===== config.mk =====
export PLATFORM = sky130hd
export DESIGN_NAME = vblank_update_arbiter_flat
export DESIGN_NICKNAME = d
export VERILOG_FILES = /design/src/rtl/vblank_update_arbiter_if.sv /design/src/rtl/vblank_update_arbiter.sv /design/src/flat_wrapper.sv
export SDC_FILE = /design/constraint.sdc
export NUM_CORES = 1
export LEC_CHECK = 0
export CORE_MARGIN = 2
export CORE_UTILIZATION = 44
export CTS_CLUSTER_SIZE = 8
export DETAILED_ROUTE_END_ITERATION = 10
export GPL_TIMING_DRIVEN = 0
export HOLD_SLACK_MARGIN = 0.05
export PLACE_DENSITY = 0.81
export SLEW_MARGIN = 5
export SYNTH_ARGS = -nofsm -noshare
export SYNTH_HDL_FRONTEND = slang
export SYNTH_SLANG_ARGS = --single-unit

===== constraint.sdc =====
create_clock -name clk -period 2.2 [get_ports clk]
set_input_delay 0.44 -clock clk [delete_from_list [all_inputs] [get_ports clk]]
set_output_delay 0.44 -clock clk [all_outputs]
set_load 0.01 [all_outputs]

===== src/rtl/vblank_update_arbiter_if.sv =====
// VGA timing stream bundle passed from the timing generator to its consumers.
interface vga_if;
    logic [10:0] hcount;
    logic [10:0] vcount;
    logic        hsync;
    logic        vsync;
    logic        hblnk;
    logic        vblnk;

    modport in  (input  hcount, vcount, hsync, vsync, hblnk, vblnk);
    modport out (output hcount, vcount, hsync, vsync, hblnk, vblnk);
endinterface


===== src/rtl/vblank_update_arbiter.sv =====
// Round-robin arbiter that confines game-state register updates to vertical blanking.
// Define VBLANK_ARB_TIMEOUT_EN to bound each grant to MAX_GRANT_CYCLES cycles.
module vblank_update_arbiter #(
    parameter int N_REQ            = 4,
    parameter int MAX_GRANT_CYCLES = 1024,
    parameter int CNT_W            = 16
) (
    input  logic             clk,
    input  logic             rst,
    vga_if.in                vga_in,
    input  logic [N_REQ-1:0] req,
    input  logic [N_REQ-1:0] done,
    output logic [N_REQ-1:0] gnt,
    output logic             frame_tick,
    output logic [CNT_W-1:0] frame_cnt,
    output logic             overrun,
    output logic             busy
);
    localparam int PTR_W = $clog2(N_REQ);

    typedef enum logic [1:0] {IDLE, ARB, GRANT} state_t;

    state_t             r_state;
    logic               r_vblnk_d;
    logic [N_REQ-1:0]   r_served;
    logic [PTR_W-1:0]   r_ptr;
    logic [N_REQ-1:0]   r_gnt;
    logic               r_tick;
    logic [CNT_W-1:0]   r_cnt;
    logic               r_overrun;
    logic               r_busy;

    logic               w_vblnk;
    logic               w_rise;
    logic               w_fall;
    logic [N_REQ-1:0]   w_eligible;
    logic               w_found;
    logic [PTR_W-1:0]   w_idx;
    logic [N_REQ-1:0]   w_onehot;
    logic               w_done_hit;
    logic               w_timeout;
    logic               w_unused_vga;

    function automatic logic [PTR_W-1:0] wrapIdx(input logic [PTR_W-1:0] base, input int off);
        int s;
        s = int'(base) + off;
        if (s >= N_REQ) s = s - N_REQ;
        return PTR_W'(s);
    endfunction

    assign w_vblnk      = vga_in.vblnk;
    assign w_unused_vga = ^{vga_in.hcount, vga_in.vcount, vga_in.hsync, vga_in.vsync, vga_in.hblnk};
    assign w_rise       = w_vblnk & ~r_vblnk_d;
    assign w_fall       = ~w_vblnk & r_vblnk_d;
    assign w_eligible   = req & ~r_served;
    assign w_done_hit   = |(done & r_gnt);

    // Round-robin search starting at the pointer, wrapping modulo N_REQ.
    always_comb begin
        w_found = 1'b0;
        w_idx   = '0;
        for (int k = 0; k < N_REQ; k++) begin
            if (!w_found && w_eligible[wrapIdx(r_ptr, k)]) begin
                w_found = 1'b1;
                w_idx   = wrapIdx(r_ptr, k);
            end
        end
    end

    assign w_onehot = w_found ? ({{(N_REQ-1){1'b0}}, 1'b1} << w_idx) : '0;

`ifdef VBLANK_ARB_TIMEOUT_EN
    localparam int TCNT_W = $clog2(MAX_GRANT_CYCLES) + 1;

    logic [TCNT_W-1:0] r_tcnt;

    // GRANT is only ever entered from ARB, so clearing outside GRANT restarts it per grant.
    always_ff @(posedge clk) begin
        if (rst || r_state != GRANT) r_tcnt <= '0;
        else                         r_tcnt <= r_tcnt + TCNT_W'(1);
    end

    assign w_timeout = (r_tcnt == TCNT_W'(MAX_GRANT_CYCLES - 1));
`else
    localparam int unused_max_grant_cycles = MAX_GRANT_CYCLES;

    assign w_timeout = 1'b0;
`endif

    always_ff @(posedge clk) begin
        if (rst) begin
            r_state   <= IDLE;
            r_vblnk_d <= 1'b1;
            r_served  <= '0;
            r_ptr     <= '0;
            r_gnt     <= '0;
            r_tick    <= 1'b0;
            r_cnt     <= '0;
            r_overrun <= 1'b0;
            r_busy    <= 1'b0;
        end else begin
            r_vblnk_d <= w_vblnk;
            r_tick    <= w_rise;
            r_overrun <= 1'b0;
            if (w_rise) begin
                r_cnt    <= r_cnt + CNT_W'(1);
                r_served <= '0;
            end
            case (r_state)
                IDLE: begin
                    r_gnt <= '0;
                    if (w_rise) begin
                        r_state <= ARB;
                        r_busy  <= 1'b1;
                    end
                end
                ARB: begin
                    if (!w_vblnk || !w_found) begin
                        r_state <= IDLE;
                        r_busy  <= 1'b0;
                    end else begin
                        r_gnt    <= w_onehot;
                        r_served <= (w_rise ? '0 : r_served) | w_onehot;
                        r_ptr    <= wrapIdx(w_idx, 1);
                        r_state  <= GRANT;
                    end
                end
                GRANT: begin
                    // Completion beats a coincident vblank end, so no overrun is reported then.
                    if (w_done_hit) begin
                        r_gnt   <= '0;
                        r_state <= ARB;
                    end else if (w_fall) begin
                        r_gnt     <= '0;
                        r_overrun <= 1'b1;
                        r_state   <= IDLE;
                        r_busy    <= 1'b0;
                    end else if (w_timeout) begin
                        r_gnt     <= '0;
                        r_overrun <= 1'b1;
                        r_state   <= ARB;
                    end
                end
                default: begin
                    r_state <= IDLE;
                    r_gnt   <= '0;
                    r_busy  <= 1'b0;
                end
            endcase
        end
    end

    assign gnt        = r_gnt;
    assign frame_tick = r_tick;
    assign frame_cnt  = r_cnt;
    assign overrun    = r_overrun;
    assign busy       = r_busy;

endmodule

===== src/flat_wrapper.sv =====
// flat-port wrapper written by rule: the top's interface ports become plain ports
module vblank_update_arbiter_flat 
#(
    parameter int N_REQ            = 4,
    parameter int MAX_GRANT_CYCLES = 1024,
    parameter int CNT_W            = 16
)
  (clk, rst, req, done, gnt, frame_tick, frame_cnt, overrun, busy, vga_in_hcount, vga_in_vcount, vga_in_hsync, vga_in_vsync, vga_in_hblnk, vga_in_vblnk);
  vga_if vga_in_i ();
  input  logic clk;
  input  logic rst;
  input  logic [N_REQ-1:0] req;
  input  logic [N_REQ-1:0] done;
  output logic [N_REQ-1:0] gnt;
  output logic frame_tick;
  output logic [CNT_W-1:0] frame_cnt;
  output logic overrun;
  output logic busy;
  input wire logic [$bits(vga_in_i.hcount)-1:0] vga_in_hcount;
  input wire logic [$bits(vga_in_i.vcount)-1:0] vga_in_vcount;
  input wire logic [$bits(vga_in_i.hsync)-1:0] vga_in_hsync;
  input wire logic [$bits(vga_in_i.vsync)-1:0] vga_in_vsync;
  input wire logic [$bits(vga_in_i.hblnk)-1:0] vga_in_hblnk;
  input wire logic [$bits(vga_in_i.vblnk)-1:0] vga_in_vblnk;
  assign vga_in_i.hcount = vga_in_hcount;
  assign vga_in_i.vcount = vga_in_vcount;
  assign vga_in_i.hsync = vga_in_hsync;
  assign vga_in_i.vsync = vga_in_vsync;
  assign vga_in_i.hblnk = vga_in_hblnk;
  assign vga_in_i.vblnk = vga_in_vblnk;
  vblank_update_arbiter #(.N_REQ(N_REQ), .MAX_GRANT_CYCLES(MAX_GRANT_CYCLES), .CNT_W(CNT_W)) u_core (.clk(clk), .rst(rst), .vga_in(vga_in_i), .req(req), .done(done), .gnt(gnt), .frame_tick(frame_tick), .frame_cnt(frame_cnt), .overrun(overrun), .busy(busy));
endmodule

## Word-level counts from Yosys, hierarchy flattened

Cells that the tools add are included.

- Input port bits: 36
- Register bits: 32
- Logic and storage cells: 103
- Output and inout port bits: 23

- Order comparisons: 9
- Reductions and logical operators: 16
- Bitwise operators: 10
- $add $sub $neg: 10
- Muxes and demuxes: 40
- Eq/ne operators: 8
- Shift operators: 1

Operators with widths:

| kind | count |
|---|---|
| two-way mux 4 bit | 7 |
| two-way mux 2 bit | 13 |
| adder 16 x 1 -> 16 bit, second input constant | 1 |
| two-way mux 1 bit | 13 |
| greater-or-equal comparator 3 bit, second input constant | 4 |
| < comparator 2 x 3 -> 1 bit, second input constant | 4 |
| subtractor 2 x 1 -> 2 bit, second input constant | 5 |
| bitwise AND 4 bit | 2 |
| binary-select mux 1 bit (select 2 bit) | 4 |
| one-hot mux 4 bit (2 select lines) | 1 |
| adder 2 x 1 -> 3 bit, second input constant | 2 |
| adder 2 x 2 -> 3 bit, second input constant | 2 |
| inequality test 2 x 1 -> 1 bit, second input constant | 3 |
| one-hot mux 2 bit (3 select lines) | 1 |
| AND reduction 2 bit | 3 |
| OR reduction 6 bit | 1 |
| logical NOT 1 bit | 5 |
| inequality test 2 bit, second input constant | 2 |
| NOT 1 bit | 4 |
| NOT 4 bit | 1 |
| OR 4 bit | 1 |
| AND reduction 4 bit | 1 |
| OR reduction 4 bit | 1 |
| left shift 1 x 2 -> 4 bit, first input constant | 1 |
| other kinds (9) | 12 |

## Longest topological paths before layout

Gate-level depths: netlist of run 1.

- Word-level depth: 19
- Depth in mapped cells: 7

## Least setup slack after synthesis of run 1

Ideal clock, no wire load.

- Path type: input port to flip-flop
- Start point: input port req[3]
- End point: register u_core.r_ptr[1]
- Setup time: 0.115 ns
- Path slack: 0.500 ns
- Buffers on the path: 0
- Data required time: 2.085 ns
- Stages: 6
- Arrival: 1.585 ns
- Cell sequence: nor2b_1 > o221ai_1 > a22oi_1 > ha_1 > and3_1 > o21ba_2

- Longest elaborated chain between the ends: 17
- Elaborated cells on any way between the ends: 31
- Classes of those cells: add/sub (2); order compare (1); mux (17); bitwise (2); reduce/logical (9)

Ends and longest elaborated chain:

| item | RTL line | source |
|---|---|---|
| from (decl) | flat_wrapper.sv:12 | `input logic [N_REQ-1:0] req;` |
| bitwise AND 4 bit * | vblank_update_arbiter.sv:55 | `assign w_eligible = req & ~r_served;` |
| parallel branches: the longest is 16 deep, another holds binary-select mux 1 bit (select 2 bit) | -- |  |
| to (signal assigned) | vblank_update_arbiter.sv:124 | `r_ptr <= wrapIdx(w_idx, 1);` |
| to (decl) | vblank_update_arbiter.sv:26 | `logic [PTR_W-1:0] r_ptr;` |

Every way passes the cells marked *. The select of a mux whose other input is x is not followed.
A chain may end at the register's enable or synchronous reset.

## Worst setup path after layout of run 1

Same ends and word-level chain as after synthesis.

==> impl_metrics.tcl, run 1 <==
set metrics [dict create \
    status "completed" \
    clock_latency_ps 340 \
    grt_pass1_wl_um 5700 \
    wl_per_cell_um 13.0 \
    area.growth.synth_to_final_pct 29.4 \
    drt_wl_total_um 3320 \
    syn_area_um2 1580 \
    design_area_um2 2040 \
    tns_ps 0 \
    post-route-util_pct 60.3 \
    peakVddDrop_uv 386 \
    final_cell_count_no_fill 255 \
    dieHeight_um 63.9 \
    hold_depth 2 \
    syn-num-nets 209 \
    root_buffer "clkbuf_4" \
    crit-reg2reg-launch "u_core.r_served[1]$_SDFF_PP0_" \
    fin_crit_ps 2030 \
    dp.cells 247 \
    tightestPinTransition_ps 488 \
    grt_max_degree 11 \
    row_count 21 \
    crit_fanout 4 \
    critPathLaunchType "input port" \
    die_x_um 63.9 \
    synth-edff-count 0 \
    synthCells 168 \
    min_from "u_core.r_served[2]$_SDFF_PP0_" \
    maxCapViolCount 0 \
    ys_ff_latch 32 \
    p_per_area_nw_per_um2 558 \
    cp-end-kind "flop" \
    core_um2 3390 \
    fin_nets 249 \
    antenna_found_initial 0 \
    finalClockSkew_ps 18.9 \
    async_reset_ff_share_pct 0 \
    setup_violations 0 \
    layout_commonest_cell "clkdlybuf4s50_1" \
    synthFlopType "dfxtp_1" \
    drt-initial-drc-count 86 \
    clock.fmax_mhz 492 \
    cts_tree "yes" \
    max-clock-path-buffers 2 \
    place.gp.congestion 0.906 \
    portBuffers 33 \
    cts_buffers 5 \
    floorplan.initialDensity_pct 46.6 \
    relSlewSlack_pct 67.4 \
    design.die.area_um2 4080 \
    dpl-instance-area_um2 1970 \
    yosysWarnings 0 \
    clock_sinks 32 \
    grt_usage_pct 17.9 \
    r2r_end "u_core.r_ptr[1]$_SDFFE_PP0P_" \
    ios 59 \
    synthDistinctLibCells 47 \
    grt_pass1_vias 1265 \
    yosysSeqAreaShare_pct 40.6 \
    startpoint "req[3]" \
    fin_crit_sh_pct 92.3 \
    hold_buffers 0 \
    maxSlewViolCount 0 \
    hpwl_um 2520 \
    syn_area_per_cell_um2 9.40 \
    detail_route.first_pass.iterations 4 \
    reg2regPathDepth 7 \
    ctsResizeCount 0 \
    rsz0062_at_grt "no" \
    post_cts_buffers 0 \
    drc 0 \
    layout_common_cells "clkdlybuf4s50_1 (33), dfxtp_1 (32), nor2_1 (18)" \
    required_ps 2440 \
    vias 1367 \
    finalHoldViolCount 0 \
    final_layout_size_suffix_gt1_share_pct 12.9 \
    critPathKind "in2reg" \
    hold_class "reg2reg" \
    ff2ff_setup_slack_ps 450 \
    path_clk_slew_ps 100 \
    via_per_inst 5.36 \
    holdPathEnd "u_core.r_served[2]$_SDFF_PP0_" \
    p_leak_nw 0.688 \
    overflow 0 \
    htreeDepth 2 \
    n_antenna_cell 0 \
    drtAntennaViolNets 0 \
    arrival_ps 2280 \
]
flip-flops by register name, summed over array words and instances (netlist names):
signal,cells
u_core.busy,1
u_core.frame_cnt,16
u_core.r_state,2
u_core.r_vblnk_d,1
u_core.frame_tick,1
u_core.gnt,4
u_core.r_ptr,2
u_core.overrun,1
u_core.r_served,4
layout make-up:
class	count	area [µm²]
Timing Repair Buffer	33	330
Multi-Input combinational cell	128	900
Fill cell	301	1350
Clock buffer	6	41.3
Clock inverter	2	35.0
Buffer	5	27.5
Tap cell	46	57.6
Inverter	3	11.3
Sequential cell	32	641
worst max path at each step:
stage	to	slack, ps	cells after the start
floorplan	u_core.r_ptr[1]$_SDFFE_PP0P_	500	6
global placement	u_core.r_ptr[1]$_SDFFE_PP0P_	-120	7
detailed placement	u_core.r_ptr[1]$_SDFFE_PP0P_	-160	7
CTS	u_core.r_ptr[1]$_SDFFE_PP0P_	190	7
global route	u_core.gnt[1]$_SDFFE_PP0P_	20	7
finish	u_core.r_ptr[1]$_SDFFE_PP0P_	170	7
power by group:
part	switching (mW)	internal, mW	total [mW]
logic	0.0547	0.0492	0.104
clock network	0.206	0.238	0.445
registers	0.00671	0.585	0.592
cell usage after synthesis (all sizes together), types with 2 or more instances:
cell    instances  share of area, %
a22oi           3               2.1
a21oi          13               4.1
nand3           9               3.5
a31oi           4               1.6
nor2           18               4.3
buf             2               1.0
o221ai          2               1.1
o21ai           3              0.95
xor2            7               3.9
ha              5               4.0
inv             3              0.71
nand2b          8               4.1
clkbuf          3              0.71
a311oi          5               3.6
nand2          11               2.6
dfxtp          32                41
and2b           2               1.0
or3             2              0.79
and4            2               1.3
nor4            3               2.0
xnor2           5               2.8
nand4           7               2.8
nor2b           2              0.79
nor3            3              0.95
stage by stage:
stage	setup WS (ps)	power [mW]	hold WS (ps)
2_1_floorplan	500	0.666	432
3_3_place_gp	-124	0.708	440
3_5_place_dp	-158	0.709	451
4_1_cts	193	1.15	464
5_1_grt	19.7	1.19	485
6_report	169	1.14	457
metal layers:
metal	routed length [µm]	track usage [%]	up-vias
met5	0	0	-
met2	1510	28.8	40
met4	46	8.42	0
met3	189	4.40	7
met1	1580	22.4	626
li1	-	-	694
cells by family (layout without fill, tap and decap cells):
kind of cell,Yosys count,in the layout,share of synthesized area [%]
compound gates,38,38,18.9
xor+xnor,12,12,6.66
fa+ha+maj,5,5,3.96
buf+inv,8,49,2.46
flops,32,32,40.6
simple gates,73,73,27.5
critical path, stage by stage:
cell	delay, ps
clkdlybuf4s50_1	480
nor2b_1	240
o221ai_1	150
a22oi_1	320
ha_1	300
and3_1	140
o21ba_2	200
No activity file was read; power rests on OpenSTA's default activity.
==> run 2: changes to the inputs <==
--- a/config.mk
+++ b/config.mk
@@ -5,6 +5,7 @@
 export SDC_FILE = /design/constraint.sdc
 export NUM_CORES = 1
 export LEC_CHECK = 0
+export CORE_ASPECT_RATIO = 1.4
 export CORE_MARGIN = 2
 export CORE_UTILIZATION = 44
 export CTS_CLUSTER_SIZE = 8
==> run 2 against run 1 <==
Compared with the run above: via count increased by 1.5%; sequential share of layout area fell by 0.21 points; final cell count is 2.4% lower; global-route usage is 1.5 points higher; first-iteration DRC count shrank 51%; total power up 2.1%; largest cell class unchanged.
==> impl_metrics.tcl, run 2 (same netlist as run 1, synthesis figures left out) <==
set metrics [dict create \
    required_ps 2380 \
    design.die.area_um2 4090 \
    root_buffer "clkbuf_8" \
    p_per_area_nw_per_um2 566 \
    place.gp.congestion 0.794 \
    post_cts_buffers 0 \
    final_layout_size_suffix_gt1_share_pct 13.9 \
    maxSlewViolCount 0 \
    fin_nets 249 \
    floorplan.initialDensity_pct 46.3 \
    grt_pass1_wl_um 5630 \
    grt_pass1_vias 1297 \
    maxCapViolCount 0 \
    crit_fanout 5 \
    clock_latency_ps 290 \
    n_antenna_cell 0 \
    grt_max_degree 11 \
    drt_wl_total_um 3490 \
    area.growth.synth_to_final_pct 30.3 \
    hold_class "reg2reg" \
    crit-reg2reg-launch "u_core.r_served[1]$_SDFF_PP0_" \
    holdPathEnd "u_core.r_served[0]$_SDFF_PP0_" \
    hold_depth 2 \
    finalHoldViolCount 0 \
    finalClockSkew_ps 5.12 \
    antenna_found_initial 0 \
    fin_ws_ps 226 \
    status "completed" \
    via_per_inst 5.57 \
    portBuffers 33 \
    rsz0062_at_grt "no" \
    critPathLaunchType "input port" \
    cp-end-kind "flop" \
    drt-initial-drc-count 42 \
    drc 0 \
    relSlewSlack_pct 68.5 \
    reg2regPathDepth 7 \
    cts_tree "yes" \
    clock_sinks 32 \
    clock.fmax_mhz 507 \
    max-clock-path-buffers 2 \
    fin_crit_ps 1970 \
    row_count 25 \
    min_from "u_core.r_served[0]$_SDFF_PP0_" \
    peakVddDrop_uv 442 \
    die_x_um 54.6 \
    drtAntennaViolNets 0 \
    post-place-ws_ps -124 \
    detail_route.first_pass.iterations 4 \
    critPathKind "in2reg" \
    layout_commonest_cell "clkdlybuf4s50_1" \
    tns_ps 0 \
    core_um2 3410 \
    grt_usage_pct 19.4 \
    hpwl_um 2580 \
    arrival_ps 2160 \
    fin_crit_sh_pct 89.7 \
    wl_per_cell_um 14.0 \
    htreeDepth 2 \
    ff2ff_setup_slack_ps 430 \
    ios 59 \
    p_leak_nw 0.696 \
    r2r_end "u_core.r_ptr[1]$_SDFFE_PP0P_" \
    hold_ws_ps 453 \
    layout_common_cells "clkdlybuf4s50_1 (33), dfxtp_1 (32), nor2_1 (18)" \
    overflow 0 \
    setup_violations 0 \
    vias 1388 \
    dieHeight_um 74.9 \
    path_clk_slew_ps 60 \
    cts_buffers 5 \
    tightestPinTransition_ps 472 \
    largest_reg_flops 16 \
]
[run 2: changes by cell type in the layout (fill, tap and decap cells not counted)]
cell	previous run	this run
a22oi_1	1	0
clkinv_2	1	2
bufinv_16	1	0
clkbuf_1	4	3
a22oi_2	2	3
clkbuf_8	0	6
clkbuf_4	5	0
[run 2: cell type report]
class / count / area (µm²)
fill: 288 / 1350
clock inverter: 2 / 10.0
multi-input combinational: 128 / 905
clock buffer: 6 / 82.6
sequential: 32 / 641
inverter: 3 / 11.3
timing repair buffer: 33 / 330
tap: 40 / 50.0
buffer: 5 / 27.5
[run 2: through the flow]
step	cell area (µm²)	util (%)	power, mW	std cells
2_1_floorplan	1580	-	0.666	168
3_3_place_gp	1960	57.5	0.708	241
3_5_place_dp	1960	57.5	0.710	241
4_1_cts	2050	60.2	1.18	249
5_1_grt	2060	60.3	1.21	249
6_report	2060	60.3	1.16	249
[run 2: how the worst max path moves through the flow]
stage | from | to
floorplan | req[3] | u_core.r_ptr[1]$_SDFFE_PP0P_
global placement | req[3] | u_core.r_ptr[1]$_SDFFE_PP0P_
detailed placement | req[3] | u_core.r_ptr[1]$_SDFFE_PP0P_
CTS | req[3] | u_core.r_ptr[1]$_SDFFE_PP0P_
global route | req[1] | u_core.gnt[1]$_SDFFE_PP0P_
finish | req[0] | u_core.r_ptr[1]$_SDFFE_PP0P_
[run 2: routing by layer]
metal | up-vias | part of all wire, % | track usage (%)
met5 | - | 0 | 0
met2 | 32 | 52 | 34.9
met4 | 0 | 1.8 | 8.33
li1 | 695 | - | -
met1 | 655 | 41 | 20.1
met3 | 6 | 4.7 | 5.75
[run 2: critical path: stages]
cell             delay [ps]
clkdlybuf4s50_1         500
nand2b_4                 90
o21ai_0                 160
a21oi_1                 100
o22a_1                  230
ha_1                    290
and3_1                  150
o21ba_2                 200
[run 2: timing repair]
| action | CTS | global route |
|---|---|---|
| hold buffers | 0 | 0 |
| setup endpoints to repair | 0 | 1 |
| resized for setup | 0 | 1 |
[run 2: report_power, final]
group / switching, mW / internal, mW / leakage, nW
combinational: 0.0563 / 0.0499 / 0.387
clock: 0.217 / 0.249 / 0.0510
sequential: 0.00657 / 0.586 / 0.258
total: 0.280 / 0.885 / 0.696
==> run 3: changes to the inputs <==
--- a/config.mk
+++ b/config.mk
@@ -5,6 +5,7 @@
 export SDC_FILE = /design/constraint.sdc
 export NUM_CORES = 1
 export LEC_CHECK = 0
+export CAP_MARGIN = 30
 export CORE_ASPECT_RATIO = 1.4
 export CORE_MARGIN = 2
 export CORE_UTILIZATION = 44
==> results of run 3 <==
Final layout, timing and power as in run 2 (identical DEF).
==> variant 1: new RTL, settings of run 2 <==
Encoding of `state_t`: now one-hot (3 bits for 3 states).
--- a/src/rtl/vblank_update_arbiter.sv
+++ b/src/rtl/vblank_update_arbiter.sv
@@ -20,3 +20,3 @@
 
-    typedef enum logic [1:0] {IDLE, ARB, GRANT} state_t;
+    typedef enum logic [2:0] {IDLE = 3'b001, ARB = 3'b010, GRANT = 3'b100} state_t;
 
Behaviour: no difference found for any inputs over 10 cycles, from zero or initial values and one cycle with rst high; not proved beyond that.
==> variant 1 against run 2 <==
  * Area after synthesis shrank 0.24%
  * Setup slack worse by 0.073 ns
  * Combinational power shrank 18%
  * Global-route usage grew 0.92 points
  * Sequential cell count is 1 higher
  * Power rose by 10%
  * Routed wire length grew 4.5%
  * Design area grew 0.85%
  * Sequential share of layout area grew 0.70 points
  * Critical endpoint is now u_core.gnt[3]
  * Largest power group unchanged
==> variant 1: results <==
{
  "status": "finished, final reports clean",
  "cts.path.max_buffers": 2,
  "yosys_warnings": 0,
  "grt_pass1_wl_mm": 5.93,
  "largest_reg_flops": 16,
  "place.gp.congestion": 0.841,
  "antennaDiodeCount": 0,
  "grt_pass1_vias": 1369,
  "clk_pin_slew_ns": 0.07,
  "reg2regPathDepth": 5,
  "clk_latency_ns": 0.29,
  "placed_cells": 260,
  "portBuffers": 33,
  "antenna_found_initial": 0,
  "critPathMaxFanout": 4,
  "synthArstFlopShare": 0,
  "arrival_ns": 2.26,
  "htree_levels": 2,
  "dominantRegCellSynth": "dfxtp_1",
  "place_hpwl_mm": 2.66,
  "whs_path_depth": 2,
  "synth_cell_types": 38,
  "hp-start": "u_core.r_served[1]",
  "routed_wl_mm": 3.65,
  "skew_ns": 0.00697,
  "syn_nets": 228,
  "max_stage_delay_ns": 0.47,
  "drtPass1Iterations": 4,
  "nets": 268,
  "worstSetupStartpoint": "req[1]",
  "drive_gt1_frac": 0.0526,
  "grt_use_total": 0.203,
  "drt_iter0_drc": 31,
  "wl_per_cell_microns": 13.6,
  "dp_slack_ns": -0.221,
  "cts_made_buffers": 5,
  "syn_avg_cell_area_sq_um": 8.42,
  "ys_seq_area_frac": 0.419,
  "yosys-top-cells-count": "33 x dfxtp_1, 18 x nand2_1, 18 x nor2_1, 17 x nand3_1, 15 x a21oi_1",
  "critPathTopFamily": "simple AND/OR/NAND/NOR gates",
  "vias": 1503,
  "post-synth-top-count-cell": "dfxtp_1",
  "hold_path.class": "flip-flop to flip-flop",
  "max-slew-margin-rel": 0.504,
  "synth_top_cells_by_area": "dfxtp_1 42%, nand3_1 5.4%, a21oi_1 4.8%, xor2_1 4.4%, nand2_1 4.3%",
  "cp_slowest_cell": "clkdlybuf4s50_1",
  "root_buffer": "clkbuf_8",
  "vdd_drop_max_uv": 455,
  "crit_type": "input pin to flip-flop",
  "p_leak_nw": 0.723,
  "grt_max_degree": 11,
  "fillers": 305,
  "postCtsSetupRepairBufs": 0,
  "reg2reg_from": "u_core.frame_cnt[0]"
}
==> variant 1: path summary, 6_finish.rpt <==
check | endpoint | slack, ns
setup / recovery | u_core.gnt[3] | 0.15
hold / removal | u_core.r_served[1] | 0.47
setup reg to reg | u_core.frame_cnt[14] | 0.35
hold reg to reg | u_core.r_served[1] | 0.47
==> variant 1: what timing repair did <==
| item | 4_1_cts | 5_1_grt |
|---|---|---|
| gates resized for setup | 0 | 1 |
| endpoints found under the setup margin | 0 | 1 |
| hold buffers | 0 | 0 |
==> variant 1: metrics by stage <==
stage                     cell area [sq um]  TNS [ns]
after floorplan                        1580         0
after global placement                 1960    -0.657
after detailed placement               1960    -0.980
after CTS                              2070         0
after global routing                   2070         0
final                                  2070         0
==> variant 1: layout make-up <==
cell class                      count  area (sq um)  share of cell area
Tap cell                           40          50.0              0.0241
Inverter                            2          7.51             0.00362
Clock inverter                      1          30.0              0.0145
Clock buffer                        7          86.3              0.0416
Timing Repair Buffer               33           333               0.160
Sequential cell                    33           661               0.318
Multi-Input combinational cell    144           870               0.419
Buffer                              8          37.5              0.0181
==> variant 1: cells by family after synthesis <==
kind of cell,synth area share
buffers and inverters,0.0286
AO/OA/AOI/OAI,0.153
XOR/XNOR,0.0556
adder cells (fa/ha/maj),0.0397
AND/OR/NAND/NOR,0.303
flip-flops,0.419
==> variant 1: worst min-delay path, cell delays in order (launching register included) <==
cell and delay [ns]:
dfxtp_1 0.32, nand2_1 0.06, a21oi_1 0.05
==> variant 1: routing by layer <==
| metal | global-route usage | share of wire | wire length, microns |
|---|---|---|---|
| met1 | 0.227 | 0.43 | 1560 |
| met2 | 0.337 | 0.50 | 1820 |
| met3 | 0.0516 | 0.043 | 158 |
| met4 | 0.125 | 0.030 | 111 |
| met5 | 0 | 0 | 0 |
==> variant 1: power breakdown <==
| group | internal, mW | switching, mW |
|---|---|---|
| logic | 0.0407 | 0.0460 |
| clock network | 0.369 | 0.222 |
| registers | 0.602 | 0.00366 |
| total | 1.01 | 0.272 |
==> variant 2: new RTL, flow settings as in run 2 <==
Made on the original files. `N_REQ` is set to 4 in 2 places; all go to 2.
--- a/src/rtl/vblank_update_arbiter.sv
+++ b/src/rtl/vblank_update_arbiter.sv
@@ -3,3 +3,3 @@
 module vblank_update_arbiter #(
-    parameter int N_REQ            = 4,
+    parameter int N_REQ            = 2,
     parameter int MAX_GRANT_CYCLES = 1024,
--- a/src/flat_wrapper.sv
+++ b/src/flat_wrapper.sv
@@ -3,3 +3,3 @@
 #(
-    parameter int N_REQ            = 4,
+    parameter int N_REQ            = 2,
     parameter int MAX_GRANT_CYCLES = 1024,
Ports: changed (resized done, gnt and req); port bits go from 59 to 53. No check against the original RTL was run, so the function may have changed too.
==> variant 2 against run 2 <==
  * Count of clock-buffer cells in the layout decreased by 2
  * Die area decreased by 21%
  * Sequential share of layout area rose by 3.5 points
  * Routed wire length decreased by 25%
  * Largest power group unchanged
  * Critical endpoint is now u_core.frame_cnt[11]
  * Setup slack better by 0.10 ns
  * Critical path type unchanged
  * Utilization shrank 1.2 points
  * Sequential cell count shrank 5
  * Design area decreased by 24%
  * Power shrank 34%
  * Area after synthesis shrank 23%
  * Clock power fell by 55%
==> variant 2: results <==
{
  "place_hpwl_mm": 2.04,
  "synth_cell_types": 40,
  "cp_slowest_cell": "clkdlybuf4s50_1",
  "p_comb_frac": 0.078,
  "sw_frac_of_total": 0.226,
  "placed_area_sq_um": 1540,
  "arrival_ns": 2.11,
  "post-synth-top-count-cell": "dfxtp_1",
  "grt_max_degree": 15,
  "drt_iter0_drc": 20,
  "largest_reg_flops": 16,
  "syn_avg_cell_area_sq_um": 9.04,
  "critPathTopFamily": "simple AND/OR/NAND/NOR gates",
  "reg2reg_from": "u_core.frame_cnt[0]",
  "yosys_warnings": 0,
  "critPathMaxFanout": 9,
  "root_buffer": "clkbuf_4",
  "tightest_slew_ns": 0.571,
  "skew_ns": 0.00379,
  "wl_per_cell_microns": 13.0,
  "synthAdderAreaFrac": 0.0103,
  "syn_nets": 168,
  "cts.path.max_buffers": 2,
  "vias_per_cell": 5.35,
  "postCtsSetupRepairBufs": 0,
  "switching_power_mw": 0.175,
  "synth_compound_area_frac": 0.132,
  "htree_levels": 1,
  "yosys-top-cells-count": "27 x dfxtp_1, 18 x nor2_1, 10 x nand2_1, 9 x a21oi_1, 7 x xnor2_1",
  "antenna_found_initial": 0,
  "ys_seq_area_frac": 0.443,
  "drive_gt1_frac": 0.0904,
  "dp_slack_ns": -0.0364,
  "p_leak_nw": 0.546,
  "clk-power_mw": 0.210,
  "cts_made_buffers": 3,
  "grt_pass1_wl_mm": 4.46,
  "max_stage_delay_ns": 0.64,
  "synth_xor_area_frac": 0.0718,
  "muxShareOfSynthArea": 0.0123,
  "hp-start": "u_core.r_served[0]",
  "clk_pin_slew_ns": 0.14,
  "place.gp.congestion": 0.779,
  "drtPass1Iterations": 4,
  "synth_top_cells_by_area": "dfxtp_1 44%, nor2_1 5.5%, xnor2_1 5.0%, a21oi_1 3.7%, nand2_1 3.1%",
  "portBuffers": 27,
  "vdd_drop_max_uv": 303,
  "placed_cells": 198,
  "routed_wl_mm": 2.62,
  "worstSetupStartpoint": "vga_in_vblnk",
  "status": "finished, final reports clean",
  "synth_top_area_share": 0.443,
  "grt_use_total": 0.178,
  "clk_latency_ns": 0.32,
  "grt_pass1_vias": 1039
}
[variant 2: path summary, 6_finish.rpt]
check | endpoint | cells after the start | slack [ns]
max | u_core.frame_cnt[11] | 5 | 0.33
max reg2reg | u_core.frame_cnt[12] | 5 | 0.54
min | u_core.r_served[0] | 2 | 0.47
min reg2reg | u_core.r_served[0] | 2 | 0.47
[variant 2: metal layers]
metal / up-vias / part of all wire / global-route usage
met2: 37 / 0.55 / 0.359
met5: - / 0 / 0
met3: 7 / 0.041 / 0.0158
li1: 533 / - / -
met4: 0 / 0.018 / 0.0821
met1: 504 / 0.39 / 0.184
[variant 2: final cells by class]
cell class | instances | area (sq um)
fillers | 255 | 1080
clock buffers | 4 | 26.3
inverters | 5 | 18.8
flip-flops and latches | 27 | 541
plain buffers | 3 | 11.3
multi-input cells | 100 | 649
repair buffers | 27 | 270
well taps | 36 | 45.0
[variant 2: kinds of logic after synthesis]
group | after synthesis
mux | 1
compound gates | 24
buf+inv | 8
fa+ha+maj | 1
simple gates | 64
xor+xnor | 10
flops | 27
